==> src/rtl/result_collector_pkg.sv <==
// Shared constants, state encoding and width helpers for the dot-product
// result path.
package result_collector_pkg;

   localparam int DEF_DIM       = 10;
   localparam int DEF_RES_WIDTH = 36;

   typedef enum logic {
      FILL  = 1'b0,
      DRAIN = 1'b1
   } state_e;

   function automatic int clog2(input int v);
      int r;
      for (r = 0; (1 << r) < v; r++) begin
      end
      return r;
   endfunction

   // Never returns a zero width, so DIM=1 still gets a legal index bus.
   function automatic int idx_bits(input int v);
      return (v > 1) ? clog2(v) : 1;
   endfunction

endpackage

==> src/rtl/result_ram.sv <==
// Simple dual-port result buffer: one write port and one registered read port.
// The read register has no reset so the array maps onto block RAM.
module result_ram #(
   parameter int DEPTH = 100,
   parameter int WIDTH = 36,
   parameter int AW    = 7
) (
   input  logic             clk,
   input  logic             we,
   input  logic [AW-1:0]    waddr,
   input  logic [WIDTH-1:0] wdata,
   input  logic             re,
   input  logic [AW-1:0]    raddr,
   output logic [WIDTH-1:0] rdata
);

   logic [WIDTH-1:0] mem [DEPTH];
   logic [WIDTH-1:0] rdata_q;

   always_ff @(posedge clk) begin
      if (we) mem[waddr] <= wdata;
      if (re) rdata_q <= mem[raddr];
   end

   assign rdata = rdata_q;

endmodule

==> src/rtl/result_collector.sv <==
// Collects DIM*DIM engine results into a buffer and streams them out row-major
// over valid/ready, tagging each entry with its row and column.
module result_collector
   import result_collector_pkg::*;
#(
   parameter int DIM       = DEF_DIM,
   parameter int RES_WIDTH = DEF_RES_WIDTH,
   parameter int IDX_WIDTH = idx_bits(DIM)
) (
   input  logic                 Clock,
   input  logic                 Reset,
   input  logic                 clear,
   input  logic                 readEn,
   input  logic [RES_WIDTH-1:0] DotProduct,
   output logic [RES_WIDTH-1:0] outData,
   output logic [IDX_WIDTH-1:0] outRow,
   output logic [IDX_WIDTH-1:0] outCol,
   output logic                 outValid,
   input  logic                 outReady,
   output logic                 matrixDone,
   output logic                 overflow
);

   localparam int                 DEPTH     = DIM * DIM;
   localparam int                 AW        = idx_bits(DEPTH);
   localparam logic [AW-1:0]      LAST_ADDR = AW'(DEPTH - 1);
   localparam logic [IDX_WIDTH-1:0] LAST_IDX = IDX_WIDTH'(DIM - 1);

   state_e                 state_q, state_d;
   logic [IDX_WIDTH-1:0]   wr_row_q, wr_row_d, wr_col_q, wr_col_d;
   logic [AW-1:0]          wr_addr_q, wr_addr_d;
   logic [IDX_WIDTH-1:0]   rd_row_q, rd_row_d, rd_col_q, rd_col_d;
   logic [AW-1:0]          rd_addr_q, rd_addr_d;
   logic                   rd_busy_q, rd_busy_d;
   logic                   pend_q, pend_d;
   logic [IDX_WIDTH-1:0]   pend_row_q, pend_row_d, pend_col_q, pend_col_d;
   logic [RES_WIDTH-1:0]   h_data_q, h_data_d, t_data_q, t_data_d;
   logic [IDX_WIDTH-1:0]   h_row_q, h_row_d, h_col_q, h_col_d;
   logic [IDX_WIDTH-1:0]   t_row_q, t_row_d, t_col_q, t_col_d;
   logic [1:0]             cnt_q, cnt_d;
   logic                   done_q, done_d, ovf_q, ovf_d;

   logic                   wr_hit, last_cap, pop, last_pop, rd_issue;
   logic [2:0]             occ;
   logic [RES_WIDTH-1:0]   ram_rdata;

   result_ram #(.DEPTH(DEPTH), .WIDTH(RES_WIDTH), .AW(AW)) u_ram (
      .clk   (Clock),
      .we    (wr_hit),
      .waddr (wr_addr_q),
      .wdata (DotProduct),
      .re    (rd_issue),
      .raddr (rd_addr_q),
      .rdata (ram_rdata)
   );

   always_comb begin
      state_d    = state_q;
      wr_row_d   = wr_row_q;   wr_col_d = wr_col_q;   wr_addr_d = wr_addr_q;
      rd_row_d   = rd_row_q;   rd_col_d = rd_col_q;   rd_addr_d = rd_addr_q;
      rd_busy_d  = rd_busy_q;
      pend_d     = 1'b0;
      pend_row_d = pend_row_q; pend_col_d = pend_col_q;
      h_data_d   = h_data_q;   h_row_d = h_row_q;     h_col_d = h_col_q;
      t_data_d   = t_data_q;   t_row_d = t_row_q;     t_col_d = t_col_q;
      cnt_d      = cnt_q;
      done_d     = 1'b0;
      ovf_d      = ovf_q;

      wr_hit   = (state_q == FILL) && readEn;
      last_cap = wr_hit && (wr_addr_q == LAST_ADDR);
      pop      = (cnt_q != 2'd0) && outReady;
      last_pop = pop && (h_row_q == LAST_IDX) && (h_col_q == LAST_IDX);
      // Occupancy the skid buffer will have once this cycle's push/pop settle;
      // a read issued now lands one cycle later and must still fit.
      occ      = 3'(cnt_q) + 3'(pend_q) - 3'(pop);
      rd_issue = (last_cap || ((state_q == DRAIN) && rd_busy_q)) && (occ < 3'd2);

      if (wr_hit) begin
         wr_addr_d = wr_addr_q + 1'b1;
         if (wr_col_q == LAST_IDX) begin
            wr_col_d = '0;
            wr_row_d = wr_row_q + 1'b1;
         end else begin
            wr_col_d = wr_col_q + 1'b1;
         end
      end
      if (last_cap) begin
         state_d  = DRAIN;
         wr_row_d = '0; wr_col_d = '0; wr_addr_d = '0;
         done_d   = 1'b1;
      end
      if ((state_q == DRAIN) && readEn) ovf_d = 1'b1;

      // Address 0 is read on the last capture edge so data is ready right
      // after the matrixDone cycle.
      if (rd_issue) begin
         pend_d     = 1'b1;
         pend_row_d = rd_row_q;
         pend_col_d = rd_col_q;
         rd_busy_d  = (rd_addr_q != LAST_ADDR);
         rd_addr_d  = rd_addr_q + 1'b1;
         if (rd_col_q == LAST_IDX) begin
            rd_col_d = '0;
            rd_row_d = rd_row_q + 1'b1;
         end else begin
            rd_col_d = rd_col_q + 1'b1;
         end
      end

      if (pop) begin
         if (cnt_q == 2'd2) begin
            h_data_d = t_data_q; h_row_d = t_row_q; h_col_d = t_col_q;
            if (pend_q) begin
               t_data_d = ram_rdata; t_row_d = pend_row_q; t_col_d = pend_col_q;
            end else begin
               cnt_d = 2'd1;
            end
         end else if (pend_q) begin
            h_data_d = ram_rdata; h_row_d = pend_row_q; h_col_d = pend_col_q;
         end else begin
            cnt_d = 2'd0;
         end
      end else if (pend_q) begin
         if (cnt_q == 2'd0) begin
            h_data_d = ram_rdata; h_row_d = pend_row_q; h_col_d = pend_col_q;
            cnt_d    = 2'd1;
         end else begin
            t_data_d = ram_rdata; t_row_d = pend_row_q; t_col_d = pend_col_q;
            cnt_d    = 2'd2;
         end
      end

      if (last_pop) begin
         state_d  = FILL;
         rd_row_d = '0; rd_col_d = '0; rd_addr_d = '0; rd_busy_d = 1'b0;
      end
   end

   always_ff @(posedge Clock) begin
      if (Reset || clear) begin
         state_q    <= FILL;
         wr_row_q   <= '0; wr_col_q <= '0; wr_addr_q <= '0;
         rd_row_q   <= '0; rd_col_q <= '0; rd_addr_q <= '0;
         rd_busy_q  <= 1'b0;
         pend_q     <= 1'b0;
         pend_row_q <= '0; pend_col_q <= '0;
         h_data_q   <= '0; h_row_q <= '0; h_col_q <= '0;
         t_data_q   <= '0; t_row_q <= '0; t_col_q <= '0;
         cnt_q      <= 2'd0;
         done_q     <= 1'b0;
         ovf_q      <= 1'b0;
      end else begin
         state_q    <= state_d;
         wr_row_q   <= wr_row_d; wr_col_q <= wr_col_d; wr_addr_q <= wr_addr_d;
         rd_row_q   <= rd_row_d; rd_col_q <= rd_col_d; rd_addr_q <= rd_addr_d;
         rd_busy_q  <= rd_busy_d;
         pend_q     <= pend_d;
         pend_row_q <= pend_row_d; pend_col_q <= pend_col_d;
         h_data_q   <= h_data_d; h_row_q <= h_row_d; h_col_q <= h_col_d;
         t_data_q   <= t_data_d; t_row_q <= t_row_d; t_col_q <= t_col_d;
         cnt_q      <= cnt_d;
         done_q     <= done_d;
         ovf_q      <= ovf_d;
      end
   end

   assign outData    = h_data_q;
   assign outRow     = h_row_q;
   assign outCol     = h_col_q;
   assign outValid   = (cnt_q != 2'd0);
   assign matrixDone = done_q;
   assign overflow   = ovf_q;

endmodule

==> config.mk <==
export PLATFORM = sky130hd
export DESIGN_NAME = result_collector
export DESIGN_NICKNAME = d
export VERILOG_FILES = /design/src/rtl/result_collector_pkg.sv /design/src/rtl/result_ram.sv /design/src/rtl/result_collector.sv
export SDC_FILE = /design/constraint.sdc
export NUM_CORES = 2
export LEC_CHECK = 0
export CORE_ASPECT_RATIO = 0.7
export CORE_MARGIN = 4
export CORE_UTILIZATION = 34
export DETAILED_ROUTE_END_ITERATION = 6
export PLACE_DENSITY = 0.56
export SKIP_LAST_GASP = 1
export SLEW_MARGIN = 5
export SYNTH_ARGS = -nofsm -noshare
export SYNTH_HDL_FRONTEND = slang
export SYNTH_HIERARCHICAL = 1
export SYNTH_SLANG_ARGS = --single-unit
==> constraint.sdc <==
create_clock -name Clock -period 13.21 [get_ports Clock]
set_clock_uncertainty 0.15 [all_clocks]
set_input_delay 2.642 -clock Clock [delete_from_list [all_inputs] [get_ports Clock]]
set_output_delay 2.642 -clock Clock [all_outputs]
set_load 0.01 [all_outputs]
======== After elaboration in Yosys (flattened, before gate mapping) ========
Memories as Yosys holds them, arrays and structs flattened. A register that Yosys moved wholly into a read port is not among the register bits.
Index checks and enable logic that the tools add are counted.
word-level totals
  memories ................................ 1
  bits in writable memories ............... 3,600
  word-level logic and storage cells ...... 96
  output and inout port bits .............. 47
  input bits .............................. 41
  flip-flop bits (word level) ............. 125
memories
  name       words  bits a word  read ports  clocked after memory_dff  wr ports  RTL line          RTL
  u_ram.mem  100    36           1           1                         1         result_ram.sv:17  logic [WIDTH-1:0] mem [DEPTH];
operators by class
  eq/ne operators ......................... 10
  order comparisons ....................... 1
  add/subtract/negate cells ............... 6
  reduce and logical (&&, ||, !) cells .... 21
  multiplexer cells ....................... 38
  bitwise operators ....................... 1
operator list
  cell                                                        count
  2-to-1 mux 36 bit                                           9
  2-to-1 mux 4 bit                                            19
  adder 7 x 1 -> 7 bit, second input constant                 2
  == test 4 bit, second input constant                        3
  2-to-1 mux 2 bit                                            6
  adder 4 x 1 -> 4 bit, second input constant                 2
  logical AND 1 bit                                           8
  nonzero test 2 bit                                          4
  == test 7 bit, second input constant                        1
  inequality test 7 bit, second input constant                1
  inequality test 2 bit, second input constant                3
  2-to-1 mux 1 bit                                            4
  AND reduction 2 bit                                         2
  AND reduction 4 bit                                         1
  OR reduction 2 bit                                          2
  adder 2 x 1 -> 3 bit                                        1
  less-than comparator 3 x 2 -> 1 bit, second input constant  1
  AND reduction 3 bit                                         1
  subtractor 3 x 1 -> 3 bit                                   1
  == test 2 bit, second input constant                        1
  logical NOT 2 bit                                           1
  logical OR 1 bit                                            2
  inequality test 2 x 1 -> 1 bit, second input constant       1
  NOT 1 bit                                                   1

======== Longest topological paths before layout ========
  depth after elaboration ................. 6
  gate-level depth with buffers ........... 14
  mapped depth without buffers ............ 9

======== Cells and area by module ========
The synthesis kept the hierarchy.
by module, submodules not included
  module            area each (um2)  seq. area each (um2)  instances  cells an instance
  result_ram        138,639.2        109,184.7             1          5,635
  result_collector  5,152.4          2,502.4               1          643

======== Worst setup path after synthesis ========
Ideal clock, no wire load.
  path type ............................... input-to-reg
  start point ............................. input readEn
  end point ............................... memory u_ram.mem[72][0], enable pin
  data required time ...................... 12,586 ps
  library setup time ...................... 474 ps
  setup slack ............................. 6,562 ps
  stages on the path ...................... 5
  buffers on the path ..................... 1
  data arrival time ....................... 6,025 ps
  cell sequence ........................... nor2b_1 clkbuf_1 nor2b_1 nand3_1 nor3_1
on the way
  longest elaborated chain between the ends .. 3
ends and longest elaborated chain
  item                                    RTL line                RTL
  start, declared                         result_collector.sv:13  input logic readEn,
  logical AND 1 bit                       result_collector.sv:70  wr_hit = (state_q == FILL) && readEn;
  2-to-1 mux 1 bit                        result_ram.sv:21        if (we) mem[waddr] <= wdata;
  2-to-1 mux 1 bit (not written as such)  result_ram.sv:21
  end, declared                           result_ram.sv:17
No other way between the ends.

======== Worst setup path in the final report ========
  start point ............................. input outReady
  end point ............................... register u_ram.rdata_q[29], in the netlist u_ram/rdata[29], read port of u_ram.mem, enable pin
on the way
  longest elaborated chain between the ends .. 4
ends and longest elaborated chain
  item                                 RTL line                RTL
  start, declared                      result_collector.sv:19  input logic outReady,
  logical AND 1 bit                    result_collector.sv:72  pop = (cnt_q != 2'd0) && outReady;
  subtractor 3 x 1 -> 3 bit            result_collector.sv:76  occ = 3'(cnt_q) + 3'(pend_q) - 3'(pop);
  less-than comparator 3 x 2 -> 1 bit  result_collector.sv:77  rd_issue = (last_cap || ((state_q == DRAIN) && rd_busy_q)) && (occ < 3'd2);
  logical AND 1 bit                    result_collector.sv:77
  end, declared                        result_ram.sv:18        logic [WIDTH-1:0] rdata_q;
No other way between the ends.
A chain may end at the register's enable or synchronous reset.

==> results_dict.tcl <==
set metrics [dict create \
    ant_nets 0 \
    min_from "t_data_q[30]" \
    root_buffer "clkbuf_16" \
    critPathMaxStageDelay_ps 850 \
    arrival_ps 7010 \
    path_cells "clkdlybuf4s50_1, nand2_1, or2_2, clkinv_2, o21ai_0, fa_1, xnor2_1, nand2_1, buf_4, nor2_4" \
    multi_input_area_um2 30900 \
    synthMuxAreaShare 0.1736 \
    max_slew_margin 0.01733 \
    fin_util 0.3872 \
    timing.fmax_mhz 151.2 \
    drive_gt1_frac 0.2809 \
    wirelength_um 420200 \
    ff2ff_path_depth 8 \
    cts.htree.levels 5 \
    syn_avg_cell_area_um2 22.90 \
    cts.sinks 3761 \
    grt_max_degree 107 \
    ys.flop_type "edfxtp_1" \
    port_buffers 87 \
    gp_congestion 0.9150 \
    fp.coreArea_um2 420500 \
    p_sw_frac 0.2041 \
    die_w_um 785.3 \
    synth_fp_nets 6323 \
    p_comb_frac 0.015 \
    yosysUniqueCellTypes 70 \
    hpwlAfterDp_um 253300 \
    clk_latency_ps 920 \
    layout_commonest_cell "edfxtp_1" \
    min_path_type "reg -> reg" \
    maxCapViolations 0 \
    cp_common_cell "nand2_1" \
    r2r_setup_slack_ps 7730 \
    drtIter0Drc 11055 \
    rsz0062_at_grt "no" \
    initial_core_util 0.3419 \
    ir_worst_vdd_mv 0.1133 \
    setup.worst_path.class "in -> reg" \
    grt_pass1_vias 66343 \
    netlist_area_um2 143800 \
    setup_violations 0 \
    synth_xor_area_frac 0.0004264 \
    io_pins 88 \
    finalCritPeriodShare 0.5007 \
    final_cell_mix "3636 x edfxtp_1, 1033 x mux4_2, 342 x clkbuf_16" \
    clk_pin_slew_ps 70 \
    numCtsBuffers 338 \
    wl_per_cell_um 33.61 \
    synth_edf_count 3636 \
    leakagePower_nw 47.52 \
    post-route-min-period_ps 6614 \
    cpMaxStageDelayCell "clkinv_2" \
    drcViolationCount 0 \
    status "completed" \
    finalSetupTns_ps 0 \
    finalNetCount 6639 \
    critPathLaunchType "input port" \
    finalHoldViolCount 0 \
    synth-compound-area-share 0.01624 \
    r2r-start "rd_addr_q[0]" \
    whs_endpoint "t_data_q[30]" \
    synth-seq-cells 3761 \
    clockPowerShare 0.417 \
    ys_seq_area_frac 0.7767 \
    p_switching_mw 4.702 \
    area_growth_pct 13.25 \
    antenna_found_initial 70 \
    fill_cells 37137 \
    grt_usage 0.1895 \
    hold_path_depth 2 \
    grt_pass1_wl_um 572100 \
    row_count 199 \
    slew_viol_final 0 \
    cp_data_required_time_ps 13610 \
    postCtsSetupRepairBufs 0 \
    cts_resized 0 \
    synth_top_family_by_area "multiplexers" \
    clockBufferDepth 4 \
    p_per_area_nw_per_um2 141.5 \
    tightestPinTransition_ps 1474 \
    synthAdderAreaFrac 0.0004003 \
    die_area_um2 433500 \
    async_flop_share 0 \
    synthCells 6278 \
    path_max_fanout 46 \
    viasPerCell 5.641 \
    cts_tree "built" \
    pwr-share-seq 0.568 \
    yosysWarnings 6 \
    die_h_um 552.1 \
    firstDrtPassIters 5 \
    cp-end-kind "flop" \
    intPower_mw 18.34 \
    yosys.area_share.simple 0.01858 \
    r2r_end "u_ram/rdata[25]" \
    register_area_um2 111700 \
    holdBufCountCts 0 \
    grt_overflow 0 \
    dr_total_vias 70513 \
]
[final cells by class]
| type | count | area share |
|---|---|---|
| Sequential cell | 3761 | 0.6860 |
| Multi-Input combinational cell | 2165 | 0.1898 |
| Clock buffer | 419 | 0.05433 |
| Tap cell | 5628 | 0.04324 |
| Timing Repair Buffer | 319 | 0.01629 |
| Clock inverter | 180 | 0.009804 |
| Antenna cell | 20 | 0.0003073 |
| Inverter | 9 | 0.0002766 |
[how the worst max path moves through the flow]
| stage | startpoint | slack (ps) | to | cells past startpoint |
|---|---|---|---|---|
| 2_1_floorplan | readEn | 6560 | u_ram/mem[72][0] | 5 |
| 3_3_place_gp | outReady | 5830 | u_ram/rdata[32] | 9 |
| 3_5_place_dp | outReady | 5720 | u_ram/rdata[8] | 10 |
| 4_1_cts | outReady | 6720 | u_ram/rdata[29] | 10 |
| 5_1_grt | outReady | 6300 | u_ram/rdata[22] | 10 |
| 6_report | outReady | 6600 | u_ram/rdata[29] | 10 |
[per-stage QoR]
stage	setup WS (ps)	instance area, µm²	power (mW)	instances	hold slack, ps
final	6596	162800	23.04	12501	304.7
after global routing	6302	162800	23.73	12481	324.1
after CTS	6722	162800	23.20	12481	306.3
after detailed placement	5718	152300	13.69	11882	297.1
after global placement	5833	152300	13.67	11881	292.5
after floorplan	6562	143800	13.37	6278	286.6
[routing by layer]
layer  track usage  wire (µm)  part of all wire
met1        0.3000     183100              0.44
met5             0        123           0.00029
met4       0.03964       9508             0.023
met3       0.06318      58280              0.14
met2        0.2501     169100              0.40
[worst max-delay path: cells and delay by family]
kind                       cells  cell delay [ps]
buffers and inverters          3             1620
and+or+nand+nor                4             1740
AOI/OAI and AO/OA              1              530
xor gates and xnor gates       1              140
adders and majority gates      1              260
[registers in the layout, summed over array words and instances (netlist names), 7 cells and up]
| register | count |
|---|---|
| u_ram/mem | 3600 |
| rd_addr_q | 7 |
| t_data_q | 36 |
| wr_addr_q | 7 |
| u_ram/rdata | 36 |
| outData | 36 |
[synthesized netlist by cell type (9+ instances only)]
cell       instances  area (µm²)
buf_2             94       470.5
mux2_2            28       315.3
o21ai_0           25       125.1
a22oi_1           22       165.2
o2111ai_1         11       96.34
a211oi_1          21       157.7
buf_1             29       108.9
dfxtp_1          125        2502
nand2b_1          10       62.56
a21oi_1           85       425.4
or3_1             10       62.56
nand4_1           13       81.33
a311oi_1          47       411.6
nor2_1           186       698.2
mux4_2          1033       23260
buf_6             34       382.9
mux2i_1          138        1381
o31ai_1           13       97.59
nand3_1           28       140.1
o22ai_1           40       250.2
nor3_1            24       120.1
nor2b_1           23       143.9
nand2_1          280        1051
edfxtp_1        3636      109200
clkbuf_1         114       427.9
buf_4             67       503.0
o211ai_1          18       135.1
and2_1            11       68.82
a31oi_1           11       68.82
a221oi_1           9       78.83
[power groups by stage]
stage	Sequential, mW	Combinational, mW	Clock (mW)
floorplan	13.3	0.0358	0
finish	13.1	0.357	9.61
CTS	13.1	0.355	9.77
global placement	13.3	0.339	0
detailed placement	13.3	0.356	0
global route	13.1	0.371	10.3
[cell families after synthesis]
kind of cell | count (synthesis)
adder cells (fa/ha/maj) | 4
buffers and inverters | 352
multiplexers | 1199
XOR/XNOR | 7
AND/OR/NAND/NOR | 616
AO/OA/AOI/OAI | 339
flip-flops | 3761
Note: power is estimated with default switching activity, not from simulation.
==> edit, RTL diff (same flow settings) <==
Register the output `overflow` once more; this adds one clock of latency there. The other outputs are not delayed to match.
--- a/src/rtl/result_collector.sv
+++ b/src/rtl/result_collector.sv
@@ -172,3 +172,5 @@
    assign matrixDone = done_q;
-   assign overflow   = ovf_q;
+   always_ff @(posedge Clock) begin
+      overflow <= ovf_q;
+   end
 
Check against the original RTL: same outputs for any inputs over 4 cycles, from zero or initial values; that may be too few to reach the edited logic, so the function may still have changed.
==> edit against the unedited design <==
- hold slack worse by 0.095 ns
- non-clock buffer count rose by 19
- area after synthesis hardly changed
- cell count up 0.22%
- sequential power about the same
- power increased by 2.1%
- wire length increased by 0.12%
- global-route usage up 0.059 points
- sequential cell count is 1 higher
- final area grew 0.49%
- the flow now finishes with violations (DRC, capacitance limit, slew limit)
- first-iteration DRC count decreased by 0.96%
- setup slack got worse by 0.079 ns
- via count grew 0.26%
==> edit: results (changes against the unedited design) <==
* Status: complete, but fails checks
* Failing checks: DRC, capacitance limit, slew limit
* Largest net degree at the start of global routing at 99 (-7.5%)
* Post-DP HPWL at 253300 um (about the same)
* ANT cells at 12 (-40%)
* CP endpoint: u_ram/rdata[20]
* Power Combinational at 0.000348 W (-3%)
* Layout Cells excl Fill at 12530 (+0.22%)
* Syn Inst Count at 6279 (+0.016%)
* Worst slack, placed at 5.609 ns (-0.1087 ns)
* Clkbuf count at 399 (-4.8%)
* Non-clock buffer count at 338 (+6.0%)
* Relative slew slack at -0.6324% (-2.4 points)
* #MultiIn Comb at 2165 (unchanged)
* CP arrival at 7.07 ns (+0.06 ns)
* # DRC at 10 (+10)
* Initial antenna violation count at 53 (-24%)
* Worst Hold Launch: ovf_q
* Final-layout non-clock buffer area share at 1.684% (+0.055 points)
* Clock-cell share of area at 6.797% (+0.38 points)
* Global placer's final weighted congestion at 0.8863 (-3.1%)
* Hold-critical path depth at 0 (-2)
* CTS buffer count at 344 (+1.8%)
* Sw Ratio at 20.15% (-0.26 points)
* DRT iter0 DRCs at 10950 (-0.96%)
* Hold Crit Endpoint: overflow
* Max Slew Vio Count at 4 (+4)
* Max cap viols at 1 (+1)
* Crit share post-route at 50.67% (+0.60 points)
* Flop-to-flop setup slack at 7.53 ns (-0.20 ns)
* LEAKAGE at 47.97 nW (+0.96%)
* TritonRoute pass-1 iters at 7 (+2)
* First-pass GRT wire length at 575600 um (+0.62%)
* Area contributors post-synth: edfxtp_1 (76%), mux4_2 (16%), dfxtp_1 (1.8%)
* Layout fillers at 37060 (-0.21%)
* Vias in the first global route at 67010 (+1.0%)
* VDD IR max at 0.1165 mV (+2.9%)
* R2r endpoint: u_ram/rdata[17]
* Nets@finish at 6665 (+0.39%)
* Cells on worst reg2reg path at 7 (-1)
* Sequential area share after synthesis at 77.68% (about the same)
* Tot GR Track Use at 19.00% (+0.059 points)
* Asr flop ratio synth at 0% (unchanged)
* Non-CTS inverters at 9 (unchanged)
* Placed cells at 11900 (+0.17%)
* Clk pwr at 0.0101 W (+5%)
* Reg2reg start: rd_addr_q[1]
* Yosys reg bits at 3762 (+0.027%)
* Routed WL at 420700 um (+0.12%)
* Crit-path slowest cell: nor2_4
* Layout cells sized above 1 at 28.73% (+0.64 points)
* Vias per Instance at 5.643 (about the same)
* Fraction of standard cell area in multi-input logic at 18.90% (-0.080 points)
edit: metrics by stage:
stage               hold slack [ns]  total power [W]  cell area [um^2]
global placement             0.2006          0.01367            152500
finish                       0.2100          0.02352            163600
global route                 0.2232          0.02423            163600
detailed placement           0.2024          0.01369            152500
CTS                          0.2111          0.02369            163600
floorplan                    0.1815          0.01338            143800
edit: cell families (layout without fill, tap and decap cells):
group / after synthesis / after routing / share of synthesized area (%)
compound gates: 339 / 339 / 1.623
xor+xnor: 7 / 7 / 0.04263
fa+ha+maj: 4 / 4 / 0.04002
buf+inv: 352 / 962 / 1.403
flops: 3762 / 3762 / 77.68
mux: 1199 / 1199 / 17.36
other cells: 0 / 12 / 0
simple gates: 616 / 616 / 1.858
edit: routing by layer:
layer / GRT usage, % / vias to the layer above / part of all wire [%]
met5: 0 / - / 0.015
met4: 3.531 / 10 / 1.8
met3: 6.111 / 445 / 14
met2: 25.10 / 4116 / 41
met1: 30.42 / 38730 / 44
li1: - / 27390 / -
